### src/rtl/dds_sweep_if.sv
// Sweep-controller port bundle: configuration handshake, abort, and the DDS
// address-control outputs (wave_sel / wave_freq) with their status flags.
interface dds_sweep_if #(
    parameter int DWELL_W = 26
);
    logic               cfg_valid;
    logic               cfg_ready;
    logic [1:0]         cfg_sel;
    logic [19:0]        cfg_f_start;
    logic [19:0]        cfg_f_stop;
    logic [19:0]        cfg_f_step;
    logic [DWELL_W-1:0] cfg_dwell;
    logic               abort;
    logic [1:0]         wave_sel;
    logic [19:0]        wave_freq;
    logic               freq_upd;
    logic               settled;
    logic               busy;
    logic               done;

    modport master (
        output cfg_valid, cfg_sel, cfg_f_start, cfg_f_stop, cfg_f_step, cfg_dwell, abort,
        input  cfg_ready, wave_sel, wave_freq, freq_upd, settled, busy, done
    );

    modport slave (
        input  cfg_valid, cfg_sel, cfg_f_start, cfg_f_stop, cfg_f_step, cfg_dwell, abort,
        output cfg_ready, wave_sel, wave_freq, freq_upd, settled, busy, done
    );
endinterface

### src/rtl/dds_sweep_ctrl.sv
// Frequency-sweep sequencer for the DDS front end: steps wave_freq from start to stop,
// waiting DIV_LAT cycles then dwelling at each point. DDS_SWEEP_PINGPONG_EN: endless ping-pong.
module dds_sweep_ctrl #(
    parameter int DIV_LAT = 8,
    parameter int DWELL_W = 26
) (
    input  logic        clk,
    input  logic        rst_n,
    dds_sweep_if.slave  sif
);
    localparam int LAT_W = $clog2(DIV_LAT) + 1;
    localparam int CNT_W = (DWELL_W > LAT_W) ? DWELL_W : LAT_W;

    typedef enum logic [1:0] {
        IDLE   = 2'd0,
        SETTLE = 2'd1,
        DWELL  = 2'd2
    } state_t;

    state_t             state_reg, state_next;
    logic [1:0]         sel_reg, sel_next;
    logic [19:0]        start_reg, start_next;
    logic [19:0]        stop_reg, stop_next;
    logic [19:0]        step_reg, step_next;
    logic [DWELL_W-1:0] dwell_reg, dwell_next;
    logic               dir_up_reg, dir_up_next;
    logic               tgt_is_stop_reg, tgt_is_stop_next;
    logic [19:0]        freq_reg, freq_next;
    logic [CNT_W-1:0]   cnt_reg, cnt_next;
    logic               freq_upd_reg, freq_upd_next;
    logic               settled_reg, settled_next;
    logic               busy_reg, busy_next;
    logic               done_reg, done_next;
    logic               ready_reg, ready_next;

    logic [19:0]        cur_tgt, eff_tgt, next_pt;
    logic               eff_up, at_tgt;
    logic [20:0]        sum, diff;
    logic [CNT_W-1:0]   dwell_load;

    // A dwell of 0 behaves as 1, so the counter reloads with max(dwell,1)-1.
    assign dwell_load = (dwell_reg == '0) ? '0 : (CNT_W'(dwell_reg) - CNT_W'(1));
    assign cur_tgt    = tgt_is_stop_reg ? stop_reg : start_reg;
    assign at_tgt     = (freq_reg == cur_tgt);

    always_comb begin
        eff_tgt = cur_tgt;
        eff_up  = dir_up_reg;
`ifdef DDS_SWEEP_PINGPONG_EN
        // Reaching an endpoint turns the sweep around toward the other one.
        if (at_tgt) begin
            eff_tgt = tgt_is_stop_reg ? start_reg : stop_reg;
            eff_up  = ~dir_up_reg;
        end
`endif
        // 21-bit arithmetic so overshoot past either end clamps instead of wrapping.
        sum  = {1'b0, freq_reg} + {1'b0, step_reg};
        diff = {1'b0, freq_reg} - {1'b0, step_reg};
        if (eff_up)
            next_pt = (sum > {1'b0, eff_tgt}) ? eff_tgt : sum[19:0];
        else
            next_pt = (diff[20] || (diff[19:0] < eff_tgt)) ? eff_tgt : diff[19:0];
    end

    always_comb begin
        state_next       = state_reg;
        sel_next         = sel_reg;
        start_next       = start_reg;
        stop_next        = stop_reg;
        step_next        = step_reg;
        dwell_next       = dwell_reg;
        dir_up_next      = dir_up_reg;
        tgt_is_stop_next = tgt_is_stop_reg;
        freq_next        = freq_reg;
        cnt_next         = cnt_reg;
        freq_upd_next    = 1'b0;
        done_next        = 1'b0;
        settled_next     = settled_reg;
        busy_next        = busy_reg;
        ready_next       = ready_reg;

        case (state_reg)
            IDLE: begin
                if (sif.cfg_valid) begin
                    sel_next         = sif.cfg_sel;
                    start_next       = sif.cfg_f_start;
                    stop_next        = sif.cfg_f_stop;
                    step_next        = sif.cfg_f_step;
                    dwell_next       = sif.cfg_dwell;
                    dir_up_next      = (sif.cfg_f_start <= sif.cfg_f_stop);
                    tgt_is_stop_next = 1'b1;
                    freq_next        = sif.cfg_f_start;
                    freq_upd_next    = 1'b1;
                    busy_next        = 1'b1;
                    ready_next       = 1'b0;
                    settled_next     = 1'b0;
                    cnt_next         = CNT_W'(DIV_LAT - 1);
                    state_next       = SETTLE;
                end
            end
            SETTLE: begin
                if (sif.abort) begin
                    state_next   = IDLE;
                    busy_next    = 1'b0;
                    settled_next = 1'b0;
                    ready_next   = 1'b1;
                end else if (cnt_reg == '0) begin
                    settled_next = 1'b1;
                    cnt_next     = dwell_load;
                    state_next   = DWELL;
                end else begin
                    cnt_next = cnt_reg - CNT_W'(1);
                end
            end
            DWELL: begin
                if (sif.abort) begin
                    state_next   = IDLE;
                    busy_next    = 1'b0;
                    settled_next = 1'b0;
                    ready_next   = 1'b1;
                end else if (cnt_reg != '0) begin
                    cnt_next = cnt_reg - CNT_W'(1);
`ifndef DDS_SWEEP_PINGPONG_EN
                end else if (at_tgt) begin
                    state_next   = IDLE;
                    done_next    = 1'b1;
                    busy_next    = 1'b0;
                    settled_next = 1'b0;
                    ready_next   = 1'b1;
`endif
                end else if (next_pt == freq_reg) begin
                    // Zero step (or degenerate ping-pong) holds the point and dwells again.
                    cnt_next = dwell_load;
                end else begin
                    freq_next        = next_pt;
                    freq_upd_next    = 1'b1;
                    settled_next     = 1'b0;
                    cnt_next         = CNT_W'(DIV_LAT - 1);
                    dir_up_next      = eff_up;
                    tgt_is_stop_next = (eff_tgt == cur_tgt) ? tgt_is_stop_reg : ~tgt_is_stop_reg;
                    state_next       = SETTLE;
                end
            end
            default: begin
                state_next   = IDLE;
                busy_next    = 1'b0;
                settled_next = 1'b0;
                ready_next   = 1'b1;
            end
        endcase
    end

    always_ff @(posedge clk or negedge rst_n) begin
        if (!rst_n) begin
            state_reg       <= IDLE;
            sel_reg         <= '0;
            start_reg       <= '0;
            stop_reg        <= '0;
            step_reg        <= '0;
            dwell_reg       <= '0;
            dir_up_reg      <= 1'b1;
            tgt_is_stop_reg <= 1'b1;
            freq_reg        <= '0;
            cnt_reg         <= '0;
            freq_upd_reg    <= 1'b0;
            settled_reg     <= 1'b0;
            busy_reg        <= 1'b0;
            done_reg        <= 1'b0;
            ready_reg       <= 1'b1;
        end else begin
            state_reg       <= state_next;
            sel_reg         <= sel_next;
            start_reg       <= start_next;
            stop_reg        <= stop_next;
            step_reg        <= step_next;
            dwell_reg       <= dwell_next;
            dir_up_reg      <= dir_up_next;
            tgt_is_stop_reg <= tgt_is_stop_next;
            freq_reg        <= freq_next;
            cnt_reg         <= cnt_next;
            freq_upd_reg    <= freq_upd_next;
            settled_reg     <= settled_next;
            busy_reg        <= busy_next;
            done_reg        <= done_next;
            ready_reg       <= ready_next;
        end
    end

    assign sif.cfg_ready = ready_reg;
    assign sif.wave_sel  = sel_reg;
    assign sif.wave_freq = freq_reg;
    assign sif.freq_upd  = freq_upd_reg;
    assign sif.settled   = settled_reg;
    assign sif.busy      = busy_reg;
    assign sif.done      = done_reg;
endmodule

### src/flat_wrapper.sv
// flat-port wrapper written by rule: the top's interface ports become plain ports
module dds_sweep_ctrl_flat 
#(
    parameter int DIV_LAT = 8,
    parameter int DWELL_W = 26
)
  (clk, rst_n, sif_cfg_valid, sif_cfg_sel, sif_cfg_f_start, sif_cfg_f_stop, sif_cfg_f_step, sif_cfg_dwell, sif_abort, sif_cfg_ready, sif_wave_sel, sif_wave_freq, sif_freq_upd, sif_settled, sif_busy, sif_done);
  dds_sweep_if #(.DWELL_W(DWELL_W)) sif_i ();
  input  logic clk;
  input  logic rst_n;
  input wire logic [$bits(sif_i.cfg_valid)-1:0] sif_cfg_valid;
  input wire logic [$bits(sif_i.cfg_sel)-1:0] sif_cfg_sel;
  input wire logic [$bits(sif_i.cfg_f_start)-1:0] sif_cfg_f_start;
  input wire logic [$bits(sif_i.cfg_f_stop)-1:0] sif_cfg_f_stop;
  input wire logic [$bits(sif_i.cfg_f_step)-1:0] sif_cfg_f_step;
  input wire logic [$bits(sif_i.cfg_dwell)-1:0] sif_cfg_dwell;
  input wire logic [$bits(sif_i.abort)-1:0] sif_abort;
  output wire logic [$bits(sif_i.cfg_ready)-1:0] sif_cfg_ready;
  output wire logic [$bits(sif_i.wave_sel)-1:0] sif_wave_sel;
  output wire logic [$bits(sif_i.wave_freq)-1:0] sif_wave_freq;
  output wire logic [$bits(sif_i.freq_upd)-1:0] sif_freq_upd;
  output wire logic [$bits(sif_i.settled)-1:0] sif_settled;
  output wire logic [$bits(sif_i.busy)-1:0] sif_busy;
  output wire logic [$bits(sif_i.done)-1:0] sif_done;
  assign sif_i.cfg_valid = sif_cfg_valid;
  assign sif_i.cfg_sel = sif_cfg_sel;
  assign sif_i.cfg_f_start = sif_cfg_f_start;
  assign sif_i.cfg_f_stop = sif_cfg_f_stop;
  assign sif_i.cfg_f_step = sif_cfg_f_step;
  assign sif_i.cfg_dwell = sif_cfg_dwell;
  assign sif_i.abort = sif_abort;
  assign sif_cfg_ready = sif_i.cfg_ready;
  assign sif_wave_sel = sif_i.wave_sel;
  assign sif_wave_freq = sif_i.wave_freq;
  assign sif_freq_upd = sif_i.freq_upd;
  assign sif_settled = sif_i.settled;
  assign sif_busy = sif_i.busy;
  assign sif_done = sif_i.done;
  dds_sweep_ctrl #(.DIV_LAT(DIV_LAT), .DWELL_W(DWELL_W)) u_core (.clk(clk), .rst_n(rst_n), .sif(sif_i));
endmodule
### config.mk
export PLATFORM = sky130hd
export DESIGN_NAME = dds_sweep_ctrl_flat
export DESIGN_NICKNAME = d
export VERILOG_FILES = /design/src/rtl/dds_sweep_if.sv /design/src/rtl/dds_sweep_ctrl.sv /design/src/flat_wrapper.sv
export SDC_FILE = /design/constraint.sdc
export NUM_CORES = 1
export LEC_CHECK = 0
export ABC_CLOCK_PERIOD_IN_PS = 10200
export CORE_ASPECT_RATIO = 0.6
export CORE_UTILIZATION = 63
export DETAILED_ROUTE_END_ITERATION = 10
export GPL_TIMING_DRIVEN = 0
export PLACE_DENSITY = 0.86
export RECOVER_POWER = 50
export SLEW_MARGIN = 20
export SYNTH_ARGS = -nofsm -noshare
export SYNTH_HDL_FRONTEND = slang
export SYNTH_SLANG_ARGS = --single-unit
### constraint.sdc
create_clock -name clk -period 10.2 [get_ports clk]
set_input_delay 1.53 -clock clk [delete_from_list [all_inputs] [get_ports clk]]
set_output_delay 1.53 -clock clk [all_outputs]
set_load 0.02 [all_outputs]
# Yosys cells after proc, flatten, opt, wreduce, memory -nomap -nowiden
# Index checks and enable logic that the tools add are counted.
# word_totals
register_bits,122
inputBits,92
# classes
n_addsub,4
magnitude_cmp,3
n_eq_ne,16
n_mux,55
reduce_logical,12
# ops
op,n
$mux 26,8
$mux 20,8
$pmux 26 s3,1
$logic_not 26->1,2
$sub 26x1->26 const B,2
$eq 20x20->1,2
$pmux 20 s2,1
$reduce_bool 26->1,1
$mux 1,25
$add 20x20->21,1
$gt 21x20->1,1
$sub 20x20->21,1
$le 20x20->1,1
$lt 20x20->1,1
$mux 2,7
$ne 2x2->1 const B,7
$pmux 1 s3,3
$reduce_and 4->1,2
$ne 3x2->1 const B,2
$ne 3x3->1 const B,2
$pmux 2 s3,1
$reduce_and 6->1,1
$reduce_and 5->1,1
$ne 4x3->1 const B,1
8 further kinds,8

# Longest topological paths before layout
# logic_depth
word_depth,11
ltp_mapped,25
depth_no_buf,24

# Least setup slack after synthesis
# Ideal clock, no wire load.
# synth_path
kind,register to register
start,"register u_core.freq_reg[1], in the netlist u_core.sif.wave_freq[1]"
end,"register u_core.freq_reg[10], in the netlist u_core.sif.wave_freq[10]"
setup_time_ps,125
t_arrival_ps,5956
required_ps,10075
slack_ps,4119
path_stages_with_launch,23
path_cell_list,dfrtp_1 > inv_1 > fa_1 > nor3_2 > nor3_2 > nor2_1 > nor3_1 > o31ai_1 > xnor2_1 > inv_1 > ha_1 > nand4_1 > o311ai_2 > a2111oi_0 > o31a_1 > or3_1 > a221oi_1 > nand4b_1 > or4b_4 > o211a_1 > o21ai_4 > buf_12 > mux2_4
# synth_via
elab_chain_len,10
# synth_rtl
item,line,source
"start, declared",dds_sweep_ctrl.sv:28,"logic [19:0] freq_reg, freq_next;"
"start signal, assigned",dds_sweep_ctrl.sv:179,freq_reg <= freq_next;
branches (longest 10 deep; another with $sub 20x20->21),--,
# Several ways; the timed one is not identified. The select of a mux whose other input is x is not followed.
# A chain may end at the register's enable or synchronous reset.

# Worst setup path after layout
# layout_path
start,"register u_core.freq_reg[3], in the netlist u_core.sif.wave_freq[3]"
end,register u_core.cnt_reg[18]
# layout_via
elab_chain_len,11
# layout_rtl
item,line,source
$sub 20x20->21,dds_sweep_ctrl.sv:58,"diff = {1'b0, freq_reg} - {1'b0, step_reg};"
$lt 20x20->1,dds_sweep_ctrl.sv:62,next_pt = (diff[20] || (diff[19:0] < eff_tgt)) ? eff_tgt : diff[19:0];
$logic_or 1x1->1,dds_sweep_ctrl.sv:62,
$mux 20,dds_sweep_ctrl.sv:62,
$mux 20,dds_sweep_ctrl.sv:59,if (eff_up)
$eq 20x20->1,dds_sweep_ctrl.sv:131,end else if (next_pt == freq_reg) begin
$mux 26,dds_sweep_ctrl.sv:131,
$mux 26,dds_sweep_ctrl.sv:124,end else if (at_tgt) begin
$mux 26,dds_sweep_ctrl.sv:121,end else if (cnt_reg != '0) begin
$mux 26,dds_sweep_ctrl.sv:116,if (sif.abort) begin
$pmux 26 s3,dds_sweep_ctrl.sv:82,case (state_reg)
"end signal, assigned",dds_sweep_ctrl.sv:180,cnt_reg <= cnt_next;
"end, declared",dds_sweep_ctrl.sv:29,"logic [CNT_W-1:0] cnt_reg, cnt_next;"
# Parallel ways exist; a longest one is shown, timed or not. The select of a mux whose other input is x is not followed.

==> impl_metrics.env <==
export IMPL_fill_cells=1193
export IMPL_grt_pass1_vias=10302
export IMPL_final_setup_viol_count=0
export IMPL_avgViaCountPerCell=6.54
export IMPL_timing_final_crit_share_pct=71.6
export IMPL_min_period_ps=7300
export IMPL_synthFlopType="dfrtp_1"
export IMPL_rsz0062_at_grt="no"
export IMPL_clk_path_buf_depth=2
export IMPL_cts_tree="built"
export IMPL_synth_warnings=0
export IMPL_drc=0
export IMPL_via_count=10789
export IMPL_wirelength_mm=36.0
export IMPL_critPathLaunchType="flip-flop"
export IMPL_firstDrtPassIters=6
export IMPL_netlist_area_um2=11000
export IMPL_critPathRequiredTime_ps=10540
export IMPL_slew_headroom_pct=-164
export IMPL_seq_area_um2=3060
export IMPL_cts_root_buf="clkbuf_16"
export IMPL_area_delta_synth_final_pct=19.1
export IMPL_grt_overflow_total=0
export IMPL_final_nets=1599
export IMPL_use_met3_pct=14.2
export IMPL_multi_input_area_um2=7360
export IMPL_async_flop_share_pct=100
export IMPL_crit_slowest_cell="a2111oi_4"
export IMPL_use_met1_pct=62.2
export IMPL_synthCells=1262
export IMPL_drt_iter0_markers=1324
export IMPL_drive_gt1_share_pct=11.3
export IMPL_ys_ff_latch=122
export IMPL_htreeDepth=4
export IMPL_hold_path_class="flip-flop to flip-flop"
export IMPL_drtAntennaViolNets=0
export IMPL_num_rows=37
export IMPL_die_w_um=173
export IMPL_worstSetupPathType="flip-flop to flip-flop"
export IMPL_synth_fp_nets=1461
export IMPL_cts_setup_buffers=0
export IMPL_outcome="complete, but fails checks"
export IMPL_fin_worst_skew_ps=11.8
export IMPL_hold_ws_ps=478
export IMPL_path_cells="ha_1 -> buf_4 -> nor3_2 -> nor3_2 -> nor2_1 -> o41ai_1 -> o21ai_0 -> a21oi_1 -> xor2_1 -> ha_1 -> a22oi_1 -> o211ai_1 -> a21oi_1 -> o311ai_2 -> a2111oi_4 -> a21oi_2 -> a221o_1 -> xnor2_1 -> nor4_1 -> o2111ai_1 -> o21ai_2 -> nand2_1 -> clkbuf_1 -> o31ai_1"
export IMPL_post_route_util_pct=76.8
export IMPL_worst_path_largest_cell_delay_ps=740
export IMPL_violations="capacitance limit, slew limit"
export IMPL_end_kind="flip-flop"
export IMPL_clkTransAtPathRegs_ps=60
export IMPL_cts_buffers=17
export IMPL_die_area_um2=18100
export IMPL_synth_edf_count=0
export IMPL_coreArea_um2=17100
export IMPL_avgSynthCellArea_um2=8.75
export IMPL_dp_hpwl_mm=27.6
export IMPL_final_hold_violation_count=0
export IMPL_cap_violations=2
export IMPL_grt_start_max_net_pins=74
export IMPL_final_setup_tns_ps=0
export IMPL_insertion_delay_ps=450
export IMPL_grt_util_all_layers_pct=40.7
export IMPL_crit_fanout=10
export IMPL_cts_resized=0
export IMPL_use_met2_pct=53.2
export IMPL_grt_busiest_layer="met1"
export IMPL_antenna_found_initial=1
export IMPL_synth_cell_types=93
export IMPL_crit_arrival_ps=7650
export IMPL_post_drt_wl_per_cell_um=21.9
export IMPL_io_pins=119
export IMPL_ys_seq_area_share_pct=27.7
export IMPL_tightestPinTransition_ps=3960
export IMPL_io_buffers=118
export IMPL_cts_sinks=122
export IMPL_hold_buffers=0
export IMPL_grt_pass1_wl_mm=56.5
export IMPL_start_util_pct=64.5
export IMPL_clock_fmax_mhz=137
export IMPL_slew_viol_final=125
export IMPL_gp_congestion=0.966
export IMPL_dieHeight_um=105
kinds of logic after synthesis:
kind of cell	count (synthesis)	synth area share, %
flops	122	27.7
compound gates	320	20.1
simple gates	385	17.4
xor+xnor	87	6.90
fa+ha+maj	107	12.3
buf+inv	146	5.70
mux	95	9.98
final timing paths:
path	start	endpoint	slack (ps)	cells after the start
setup / recovery	u_core.sif.wave_freq[3]	u_core.cnt_reg[18]	2900	24
hold / removal	u_core.cnt_reg[13]	u_core.cnt_reg[13]	480	2
setup reg to reg	u_core.sif.wave_freq[3]	u_core.cnt_reg[18]	2900	24
hold reg to reg	u_core.cnt_reg[13]	u_core.cnt_reg[13]	480	2
max in group asynchronous	rst_n	u_core.step_reg[3]	3820	2
min in group asynchronous	rst_n	u_core.dwell_reg[9]	2460	1
layout make-up:
cell class | instances | share of cell area [%]
diodes | 2 | 0.0380
repair buffers | 119 | 8.96
well taps | 234 | 2.23
flip-flops and latches | 122 | 23.2
clock buffers | 22 | 3.53
inverters | 100 | 2.85
plain buffers | 46 | 1.93
multi-input cells | 994 | 56.0
clock inverters | 10 | 1.26
cells in the final DEF, fill, tap and decap left out, types with 18 or more instances in the layout:
cell type        instances
dfrtp_1                120
clkdlybuf4s50_1        112
ha_1                   105
nor2_1                 102
inv_1                   96
nand2_1                 89
a21oi_1                 77
o21ai_0                 73
mux2_2                  61
xnor2_1                 54
nor3_1                  47
xor2_1                  33
clkbuf_1                27
nor4_1                  20
a21o_1                  19
nand4_1                 19
or3_1                   19
mux2i_1                 19
nor2b_1                 18
cell usage after synthesis, types with 6 or more instances:
library cell	n	share of area, %
o211ai_1	11	0.75
or4_1	7	0.48
or3_1	19	1.1
a211oi_1	11	0.75
dfrtp_1	120	27
and3_1	10	0.57
nor2b_1	18	1.0
clkbuf_1	22	0.75
mux2i_1	19	1.7
mux2_4	15	2.0
buf_2	9	0.41
ha_1	105	12
nand3_1	13	0.59
nor4_1	20	1.1
nor3_1	47	2.1
xnor2_1	54	4.3
o21ai_0	73	3.3
o2111ai_1	9	0.71
a21oi_1	77	3.5
o21ai_1	7	0.32
inv_1	96	3.3
o31ai_1	14	0.95
nor2_1	102	3.5
a21o_1	19	1.3
a31oi_1	11	0.62
buf_4	6	0.41
mux2_2	61	6.2
nand2_1	89	3.0
o21a_1	6	0.41
nand2b_1	16	0.91
nand4_1	19	1.1
a211o_1	6	0.48
xor2_1	33	2.6
metrics by stage:
step | setup slack (ps) | cell area, um2 | std cells
after floorplan | 4120 | 11000 | 1262
after global placement | 2780 | 12500 | 1614
after detailed placement | 3230 | 12600 | 1615
after CTS | 3190 | 13200 | 1647
after global routing | 2630 | 13200 | 1648
final | 2900 | 13200 | 1649
critical path: cells and delay by family (launching register included):
kind / cells / cell delay (ps)
and+or+nand+nor: 5 / 1020
DFF: 1 / 550
buffers and inverters: 2 / 470
AOI/OAI and AO/OA: 13 / 3990
xor gates and xnor gates: 2 / 470
adders and majority gates: 2 / 710
metal layers:
metal	up-vias	wire length [um]	share of wire, %
met5	-	0	0
met4	0	616	1.7
met3	79	5300	15
met2	762	13600	38
met1	5093	16600	46
li1	4855	-	-
Power is left out: the tool's default activity adds up to more than one toggle a clock period on the data nets, which glitch-free logic cannot reach.
